===== src/rtl/jtframe_dwnld_pkg.sv =====
// Shared types and helpers for the ioctl-to-SDRAM download path.
//   prog_st_t    : write-sequencer states
//   prog_entry_t : one queued SDRAM byte write {bank, word address, byte, active-low mask}
//   bank_of()    : bank number of a byte address, given the three bank start addresses
package jtframe_dwnld_pkg;

  localparam int unsigned ADDR_W  = 25;
  localparam int unsigned PROG_AW = 22;
  localparam int unsigned OFF_W   = PROG_AW + 1;
  localparam int unsigned BYTE_W  = 8;
  localparam int unsigned WORD_W  = 2 * BYTE_W;

  typedef enum logic [1:0] {
    IDLE,
    WRITE,
    GAP
  } prog_st_t;

  typedef struct packed {
    logic [1:0]         ba;
    logic [PROG_AW-1:0] addr;
    logic [BYTE_W-1:0]  data;
    logic [1:0]         mask;
  } prog_entry_t;

  function automatic logic [1:0] bank_of(input logic [ADDR_W-1:0] addr,
                                         input logic [ADDR_W-1:0] ba1_start,
                                         input logic [ADDR_W-1:0] ba2_start,
                                         input logic [ADDR_W-1:0] ba3_start);
    if (addr >= ba3_start)      return 2'd3;
    else if (addr >= ba2_start) return 2'd2;
    else if (addr >= ba1_start) return 2'd1;
    else                        return 2'd0;
  endfunction

endpackage


===== src/rtl/jtframe_prog_packer_if.sv =====
// Bus bundle between the ioctl source / SDRAM sink and the packer.
//   master : the packer (consumes ioctl_* and prog_rdy, drives prog_*, prom_*, status)
//   slave  : the environment (drives ioctl_* and prog_rdy)
interface jtframe_prog_packer_if;
  import jtframe_dwnld_pkg::*;

  logic                 downloading;
  logic [ADDR_W-1:0]    ioctl_addr;
  logic [BYTE_W-1:0]    ioctl_data;
  logic                 ioctl_wr;
  logic [PROG_AW-1:0]   prog_addr;
  logic [WORD_W-1:0]    prog_data;
  logic [1:0]           prog_mask;
  logic [1:0]           prog_ba;
  logic                 prog_we;
  logic                 prog_rdy;
  logic                 prom_we;
  logic [ADDR_W-1:0]    prom_addr;
  logic [BYTE_W-1:0]    prom_data;
  logic                 dwnld_busy;
  logic                 overflow;

  modport master (
    input  downloading, ioctl_addr, ioctl_data, ioctl_wr, prog_rdy,
    output prog_addr, prog_data, prog_mask, prog_ba, prog_we,
    output prom_we, prom_addr, prom_data, dwnld_busy, overflow
  );

  modport slave (
    output downloading, ioctl_addr, ioctl_data, ioctl_wr, prog_rdy,
    input  prog_addr, prog_data, prog_mask, prog_ba, prog_we,
    input  prom_we, prom_addr, prom_data, dwnld_busy, overflow
  );

endinterface


===== src/rtl/jtframe_fifo_sync.sv =====
// Single-clock FIFO, 2**AW entries of type T, head visible without a pop.
//   clk, rst_n        : clock, async active-low reset (pointers only)
//   push_i, data_i    : write one entry (caller must not push a full FIFO unless popping)
//   pop_i             : drop the head entry (caller must not pop an empty FIFO)
//   head_c_o          : current head entry
//   full_c_o/empty_c_o: status decoded from the pointers
module jtframe_fifo_sync #(
  parameter type         T  = logic [7:0],
  parameter int unsigned AW = 3
) (
  input  logic clk,
  input  logic rst_n,
  input  logic push_i,
  input  T     data_i,
  input  logic pop_i,
  output T     head_c_o,
  output logic full_c_o,
  output logic empty_c_o
);

  localparam int unsigned PW    = AW + 1;
  localparam int unsigned DEPTH = 1 << AW;

  T            mem_q [DEPTH];
  logic [PW-1:0] wr_q, rd_q;

  // Storage needs no reset: the pointers define what is valid.
  always_ff @(posedge clk) begin
    if (push_i) mem_q[wr_q[AW-1:0]] <= data_i;
  end

  always_ff @(posedge clk or negedge rst_n) begin
    if (!rst_n) begin
      wr_q <= '0;
      rd_q <= '0;
    end else begin
      if (push_i) wr_q <= wr_q + PW'(1);
      if (pop_i)  rd_q <= rd_q + PW'(1);
    end
  end

  // Extra pointer MSB tells a full ring from an empty one.
  assign empty_c_o = (wr_q == rd_q);
  assign full_c_o  = (wr_q[AW] != rd_q[AW]) && (wr_q[AW-1:0] == rd_q[AW-1:0]);
  assign head_c_o  = mem_q[rd_q[AW-1:0]];

endmodule


===== src/rtl/jtframe_prog_packer.sv =====
// ioctl byte stream -> SDRAM prog_* word writes with bank select, byte masks and
// prog_rdy handshake; bytes at/above PROM_START go out as a prom_we strobe instead.
//   clk, rst_n : clock, async active-low reset
//   bus        : ioctl inputs, prog_* / prom_* outputs, dwnld_busy, overflow
module jtframe_prog_packer
  import jtframe_dwnld_pkg::*;
#(
  parameter logic [ADDR_W-1:0] BA1_START  = 25'h10_0000,
  parameter logic [ADDR_W-1:0] BA2_START  = 25'h20_0000,
  parameter logic [ADDR_W-1:0] BA3_START  = 25'h30_0000,
  parameter logic [ADDR_W-1:0] PROM_START = 25'h40_0000,
  parameter int unsigned       FIFO_AW    = 3
) (
  input  logic                  clk,
  input  logic                  rst_n,
  jtframe_prog_packer_if.master bus
);

  prog_st_t            state_q, state_d;
  logic [PROG_AW-1:0]  prog_addr_q, prog_addr_d;
  logic [WORD_W-1:0]   prog_data_q, prog_data_d;
  logic [1:0]          prog_mask_q, prog_mask_d;
  logic [1:0]          prog_ba_q, prog_ba_d;
  logic                prog_we_q, prog_we_d;
  logic                prom_we_q, prom_we_d;
  logic [ADDR_W-1:0]   prom_addr_q, prom_addr_d;
  logic [BYTE_W-1:0]   prom_data_q, prom_data_d;
  logic                busy_q, busy_d;
  logic                overflow_q, overflow_d;
  logic                dl_q;

  logic [1:0]          ba_c;
  logic [ADDR_W-1:0]   bank_base_c;
  logic [OFF_W-1:0]    offset_c;
  logic                is_prom_c, want_push_c, push_c, pop_c;
  prog_entry_t         push_entry_c, head_c;
  logic                fifo_full_c, fifo_empty_c;

  // Address decode of the incoming byte.
  always_comb begin
    ba_c = bank_of(bus.ioctl_addr, BA1_START, BA2_START, BA3_START);
    case (ba_c)
      2'd1:    bank_base_c = BA1_START;
      2'd2:    bank_base_c = BA2_START;
      2'd3:    bank_base_c = BA3_START;
      default: bank_base_c = '0;
    endcase
    offset_c          = OFF_W'(bus.ioctl_addr - bank_base_c);
    is_prom_c         = (bus.ioctl_addr >= PROM_START);
    want_push_c       = bus.ioctl_wr & bus.downloading & ~is_prom_c;
    push_entry_c.ba   = ba_c;
    push_entry_c.addr = offset_c[OFF_W-1:1];
    push_entry_c.data = bus.ioctl_data;
    push_entry_c.mask = offset_c[0] ? 2'b01 : 2'b10;
  end

  jtframe_fifo_sync #(
    .T  (prog_entry_t),
    .AW (FIFO_AW)
  ) u_fifo (
    .clk       (clk),
    .rst_n     (rst_n),
    .push_i    (push_c),
    .data_i    (push_entry_c),
    .pop_i     (pop_c),
    .head_c_o  (head_c),
    .full_c_o  (fifo_full_c),
    .empty_c_o (fifo_empty_c)
  );

  // Write sequencer plus push, PROM, busy and overflow next-state.
  always_comb begin
    state_d     = state_q;
    prog_addr_d = prog_addr_q;
    prog_data_d = prog_data_q;
    prog_mask_d = prog_mask_q;
    prog_ba_d   = prog_ba_q;
    prog_we_d   = prog_we_q;
    pop_c       = 1'b0;

    case (state_q)
      IDLE: begin
        if (!fifo_empty_c) begin
          state_d     = WRITE;
          prog_we_d   = 1'b1;
          prog_addr_d = head_c.addr;
          prog_data_d = {head_c.data, head_c.data};
          prog_mask_d = head_c.mask;
          prog_ba_d   = head_c.ba;
        end
      end
      WRITE: begin
        if (bus.prog_rdy) begin
          pop_c     = 1'b1;
          prog_we_d = 1'b0;
          state_d   = GAP;
        end
      end
      GAP:     state_d = IDLE;
      default: state_d = IDLE;
    endcase

    // A pop in the same cycle frees the slot, so a full FIFO still accepts.
    push_c = want_push_c & (~fifo_full_c | pop_c);

    overflow_d = overflow_q;
    if (bus.downloading & ~dl_q)                  overflow_d = 1'b0;
    if (want_push_c & fifo_full_c & ~pop_c)       overflow_d = 1'b1;

    prom_we_d   = bus.ioctl_wr & bus.downloading & is_prom_c;
    prom_addr_d = prom_we_d ? (bus.ioctl_addr - PROM_START) : prom_addr_q;
    prom_data_d = prom_we_d ? bus.ioctl_data : prom_data_q;

    busy_d = bus.downloading | ~fifo_empty_c | prog_we_q;
  end

  always_ff @(posedge clk or negedge rst_n) begin
    if (!rst_n) begin
      state_q     <= IDLE;
      prog_addr_q <= '0;
      prog_data_q <= '0;
      prog_mask_q <= '0;
      prog_ba_q   <= '0;
      prog_we_q   <= 1'b0;
      prom_we_q   <= 1'b0;
      prom_addr_q <= '0;
      prom_data_q <= '0;
      busy_q      <= 1'b0;
      overflow_q  <= 1'b0;
      dl_q        <= 1'b0;
    end else begin
      state_q     <= state_d;
      prog_addr_q <= prog_addr_d;
      prog_data_q <= prog_data_d;
      prog_mask_q <= prog_mask_d;
      prog_ba_q   <= prog_ba_d;
      prog_we_q   <= prog_we_d;
      prom_we_q   <= prom_we_d;
      prom_addr_q <= prom_addr_d;
      prom_data_q <= prom_data_d;
      busy_q      <= busy_d;
      overflow_q  <= overflow_d;
      dl_q        <= bus.downloading;
    end
  end

  assign bus.prog_addr  = prog_addr_q;
  assign bus.prog_data  = prog_data_q;
  assign bus.prog_mask  = prog_mask_q;
  assign bus.prog_ba    = prog_ba_q;
  assign bus.prog_we    = prog_we_q;
  assign bus.prom_we    = prom_we_q;
  assign bus.prom_addr  = prom_addr_q;
  assign bus.prom_data  = prom_data_q;
  assign bus.dwnld_busy = busy_q;
  assign bus.overflow   = overflow_q;

endmodule

===== src/flat_wrapper.sv =====
// flat-port wrapper written by rule: the top's interface ports become plain ports
module jtframe_prog_packer_flat import jtframe_dwnld_pkg::*;
#(
  parameter logic [ADDR_W-1:0] BA1_START  = 25'h10_0000,
  parameter logic [ADDR_W-1:0] BA2_START  = 25'h20_0000,
  parameter logic [ADDR_W-1:0] BA3_START  = 25'h30_0000,
  parameter logic [ADDR_W-1:0] PROM_START = 25'h40_0000,
  parameter int unsigned       FIFO_AW    = 3
)
  (clk, rst_n, bus_downloading, bus_ioctl_addr, bus_ioctl_data, bus_ioctl_wr, bus_prog_rdy, bus_prog_addr, bus_prog_data, bus_prog_mask, bus_prog_ba, bus_prog_we, bus_prom_we, bus_prom_addr, bus_prom_data, bus_dwnld_busy, bus_overflow);
  jtframe_prog_packer_if bus_i ();
  input  logic clk;
  input  logic rst_n;
  input wire logic [$bits(bus_i.downloading)-1:0] bus_downloading;
  input wire logic [$bits(bus_i.ioctl_addr)-1:0] bus_ioctl_addr;
  input wire logic [$bits(bus_i.ioctl_data)-1:0] bus_ioctl_data;
  input wire logic [$bits(bus_i.ioctl_wr)-1:0] bus_ioctl_wr;
  input wire logic [$bits(bus_i.prog_rdy)-1:0] bus_prog_rdy;
  output wire logic [$bits(bus_i.prog_addr)-1:0] bus_prog_addr;
  output wire logic [$bits(bus_i.prog_data)-1:0] bus_prog_data;
  output wire logic [$bits(bus_i.prog_mask)-1:0] bus_prog_mask;
  output wire logic [$bits(bus_i.prog_ba)-1:0] bus_prog_ba;
  output wire logic [$bits(bus_i.prog_we)-1:0] bus_prog_we;
  output wire logic [$bits(bus_i.prom_we)-1:0] bus_prom_we;
  output wire logic [$bits(bus_i.prom_addr)-1:0] bus_prom_addr;
  output wire logic [$bits(bus_i.prom_data)-1:0] bus_prom_data;
  output wire logic [$bits(bus_i.dwnld_busy)-1:0] bus_dwnld_busy;
  output wire logic [$bits(bus_i.overflow)-1:0] bus_overflow;
  assign bus_i.downloading = bus_downloading;
  assign bus_i.ioctl_addr = bus_ioctl_addr;
  assign bus_i.ioctl_data = bus_ioctl_data;
  assign bus_i.ioctl_wr = bus_ioctl_wr;
  assign bus_i.prog_rdy = bus_prog_rdy;
  assign bus_prog_addr = bus_i.prog_addr;
  assign bus_prog_data = bus_i.prog_data;
  assign bus_prog_mask = bus_i.prog_mask;
  assign bus_prog_ba = bus_i.prog_ba;
  assign bus_prog_we = bus_i.prog_we;
  assign bus_prom_we = bus_i.prom_we;
  assign bus_prom_addr = bus_i.prom_addr;
  assign bus_prom_data = bus_i.prom_data;
  assign bus_dwnld_busy = bus_i.dwnld_busy;
  assign bus_overflow = bus_i.overflow;
  jtframe_prog_packer #(.BA1_START(BA1_START), .BA2_START(BA2_START), .BA3_START(BA3_START), .PROM_START(PROM_START), .FIFO_AW(FIFO_AW)) u_core (.clk(clk), .rst_n(rst_n), .bus(bus_i));
endmodule

===== config.mk =====
export PLATFORM = sky130hd
export DESIGN_NAME = jtframe_prog_packer_flat
export DESIGN_NICKNAME = d
export VERILOG_FILES = /design/src/rtl/jtframe_dwnld_pkg.sv /design/src/rtl/jtframe_prog_packer_if.sv /design/src/rtl/jtframe_fifo_sync.sv /design/src/rtl/jtframe_prog_packer.sv /design/src/flat_wrapper.sv
export SDC_FILE = /design/constraint.sdc
export NUM_CORES = 1
export LEC_CHECK = 0
export ABC_AREA = 1
export BUFFER_PORTS_ARGS = -buffer_cell sky130_fd_sc_hd__buf_2
export CORE_MARGIN = 2
export CORE_UTILIZATION = 30
export DETAILED_ROUTE_END_ITERATION = 6
export GPL_ROUTABILITY_DRIVEN = 0
export SETUP_SLACK_MARGIN = 0.05
export SYNTH_ARGS = -nofsm -noshare
export SYNTH_HDL_FRONTEND = slang
export SYNTH_HIERARCHICAL = 1
export SYNTH_SLANG_ARGS = --single-unit

===== constraint.sdc =====
create_clock -name clk -period 6.5 [get_ports clk]
set_input_delay 0 -clock clk [delete_from_list [all_inputs] [get_ports clk]]
set_output_delay 0 -clock clk [all_outputs]
set_load 0.1 [all_outputs]

==> impl_metrics.env <==
export IMPL_yosysWarnings=6
export IMPL_fill_cells=5083
export IMPL_grt_overflow=0
export IMPL_post_drt_wl_per_cell_um=15.2
export IMPL_grt_pass1_wl_mm=57.4
export IMPL_postCtsSetupBuffers=0
export IMPL_grt_pass1_vias=10188
export IMPL_fp_dieW_um=231
export IMPL_power_mw=8.31
export IMPL_max_slew_margin_rel_pct=18.0
export IMPL_dieArea_um2=53500
export IMPL_crit_buf_inv=2
export IMPL_drv_cap=0
export IMPL_hold_viol_final=0
export IMPL_min_path_cells=2
export IMPL_crit_fanout=64
export IMPL_ctsResizeCount=0
export IMPL_ys_types=25
export IMPL_grt_max_degree=88
export IMPL_crit_family="simple AND/OR/NAND/NOR gates"
export IMPL_num_antenna_cells=0
export IMPL_rsz0062_at_grt="false"
export IMPL_status="finished, final reports clean"
export IMPL_required_ns=6.63
export IMPL_fin_tns_setup_ns=0
export IMPL_hold_path_class="input port to flip-flop"
export IMPL_ant_nets=0
export IMPL_detail_route_vias_per_cell=4.32
export IMPL_worst_setup_path_end_kind="flip-flop"
export IMPL_most_common_layout_cells="598 x nand2_1, 293 x inv_1, 272 x edfxtp_1, 205 x nand3_1, 115 x buf_2"
export IMPL_antenna_found_initial=0
export IMPL_critPathLaunchType="flip-flop"
export IMPL_critical_path_class="flip-flop to flip-flop"
export IMPL_grt_usage_pct=13.8
export IMPL_dp_hpwl_mm=22.3
export IMPL_dr_pass1_iters=5
export IMPL_clk_pin_slew_ns=0.06
export IMPL_cts_sinks=354
export IMPL_synth_nets=1621
export IMPL_final_common_cell="nand2_1"
export IMPL_power_density_nw_per_um2=457
export IMPL_path_cells="xnor2_1 > nand3_1 > nor2_1 > nand2_1 > inv_1 > nor2_1 > inv_1 > or2_2 > nor2_4"
export IMPL_start_util_pct=30.3
export IMPL_finalNetCount=1752
export IMPL_period_minus_slack_ns=3.52
export IMPL_cts_tree="yes"
export IMPL_row_count=83
export IMPL_slowest_delay_ns=0.94
export IMPL_synth_area_um2=15500
export IMPL_drive_above_1_share_pct=11.5
export IMPL_core_um2=51200
export IMPL_num_vias=10416
export IMPL_die_h_um=231
export IMPL_htree_levels=2
export IMPL_worst_path_stages=9
export IMPL_arrival_ns=3.65
export IMPL_wirelength_mm=36.7
export IMPL_io_pins=117
export IMPL_worstMarginPinSlew_ns=1.23
export IMPL_synth_area_per_cell_um2=9.82
export IMPL_finalCritPeriodShare_pct=54.2
export IMPL_fmax_mhz=284
export IMPL_root_buffer="clkbuf_16"
export IMPL_drt_iter0_markers=570
export IMPL_drv_slew=0
export IMPL_leakage_nw=8.58
export IMPL_numPortBuffers=116
export IMPL_r2r_cells=9
export IMPL_clk_latency_ns=0.53
export IMPL_cts_buffer_depth=3
export IMPL_skew_ns=0.0153
export IMPL_final_core_util_pct=35.5
export IMPL_setup_viol=0
export IMPL_syn2layout_area_growth_pct=17.4
export IMPL_yosysSeqAreaShare_pct=66.0
export IMPL_drcViolationCount=0
export IMPL_peakVddDrop_uv=243
export IMPL_cts_buffers=40
export IMPL_syn_inst=1577
export IMPL_ys_ff_latch=354
export IMPL_critPathSlowestCell="nor2_4"
-- worst register-to-register path, stage by stage (launching register included) --
cell and delay (ns):
dfrtp_4 0.91, xnor2_1 0.21, nand3_1 0.13, nor2_1 0.04, nand2_1 0.07, inv_1 0.05, nor2_1 0.25, inv_1 0.09
or2_2 0.40, nor2_4 0.94
-- synth_stat cells (all sizes together) --
master | number | area, um2
xnor2 | 5 | 43.8
or2 | 1 | 6.26
xor2 | 5 | 43.8
ha | 5 | 62.6
nand3b | 1 | 7.51
nor2 | 16 | 70.1
clkinv | 1 | 3.75
clkbuf | 7 | 26.3
dfrtp | 82 | 2050
nand3 | 205 | 1030
fa | 1 | 20.0
nand4 | 1 | 6.26
edfxtp | 272 | 8170
o21ai | 5 | 25.0
inv | 298 | 1120
buf | 71 | 531
nand2 | 601 | 2280
-- flip-flops by register name, summed over array words and instances (netlist names) --
register               count
u_core/bus.prog_data       8
u_core/bus.prog_we         1
u_core/bus.prom_data       8
u_core/u_fifo/rd_q         4
u_core/state_q             2
u_core/bus.prog_ba         2
u_core/bus.dwnld_busy      1
u_core/u_fifo/wr_q         4
u_core/bus.overflow        1
u_core/bus.prom_we         1
u_core/bus.prog_addr      22
u_core/dl_q                1
u_core/bus.prog_mask       2
u_core/u_fifo/mem_q      272
u_core/bus.prom_addr      25
-- stage by stage --
stage                     setup slack (ns)  hold WS [ns]  cells  cell area [um2]
final                                 2.98         0.164   2413            18200
after global routing                  2.74         0.186   2413            18200
after floorplan                       3.02        -0.296   1577            15500
after global placement                3.03       -0.0618   2306            16500
after CTS                             2.97         0.155   2413            18200
after detailed placement              3.03       -0.0584   2306            16500
-- cell type report --
cell class	instances	area [um2]	area share, %
multi-input combinational	846	3650	20.1
inverter	299	1130	6.20
timing repair buffer	167	1080	5.91
tap	680	851	4.68
clock buffer	48	1050	5.78
clock inverter	19	215	1.18
sequential	354	10200	56.2
-- path summary, 6_finish.rpt --
check | from | endpoint | slack (ns)
max | u_core/u_fifo/rd_q[0] | u_core/u_fifo/mem_q[4][32] | 2.98
max in group asynchronous | rst_n | u_core/u_fifo/rd_q[0] | 5.13
min | bus_downloading | u_core/dl_q | 0.16
max reg2reg | u_core/u_fifo/rd_q[0] | u_core/u_fifo/mem_q[4][32] | 2.98
min reg2reg | u_core/bus.prog_addr[9] | u_core/bus.prog_addr[9] | 0.46
min in group asynchronous | rst_n | u_core/bus.prom_addr[19] | 0.53
-- per-layer routing --
layer | GRT usage, % | share of wire, % | vias up
met4 | 4.03 | 1.9 | 0
li1 | - | - | 5166
met3 | 2.05 | 4.5 | 53
met1 | 19.0 | 47 | 4935
met2 | 22.6 | 46 | 262
met5 | 0 | 0 | -
-- cell families (layout without fill, tap and decap cells) --
group | Yosys count | after routing | share of synthesized area (%)
AOI/OAI and AO/OA | 5 | 5 | 0.161
and+or+nand+nor | 825 | 825 | 21.9
xor gates and xnor gates | 10 | 10 | 0.565
adders and majority gates | 6 | 6 | 0.533
DFF | 354 | 354 | 66.0
buffers and inverters | 377 | 533 | 10.9
-- where the power goes --
part           total (mW)  switching (mW)  internal [mW]
combinational        3.26            2.59          0.671
clock                2.21           0.863           1.34
sequential           2.84           0.208           2.63
total                8.31            3.66           4.65
-- timing repair --
action | in CTS | in global routing
hold buffers | 40 | 0
hold endpoints to repair | 294 | 0
setup endpoints to repair | 0 | 0
Note: power is estimated with default switching activity, not from simulation.
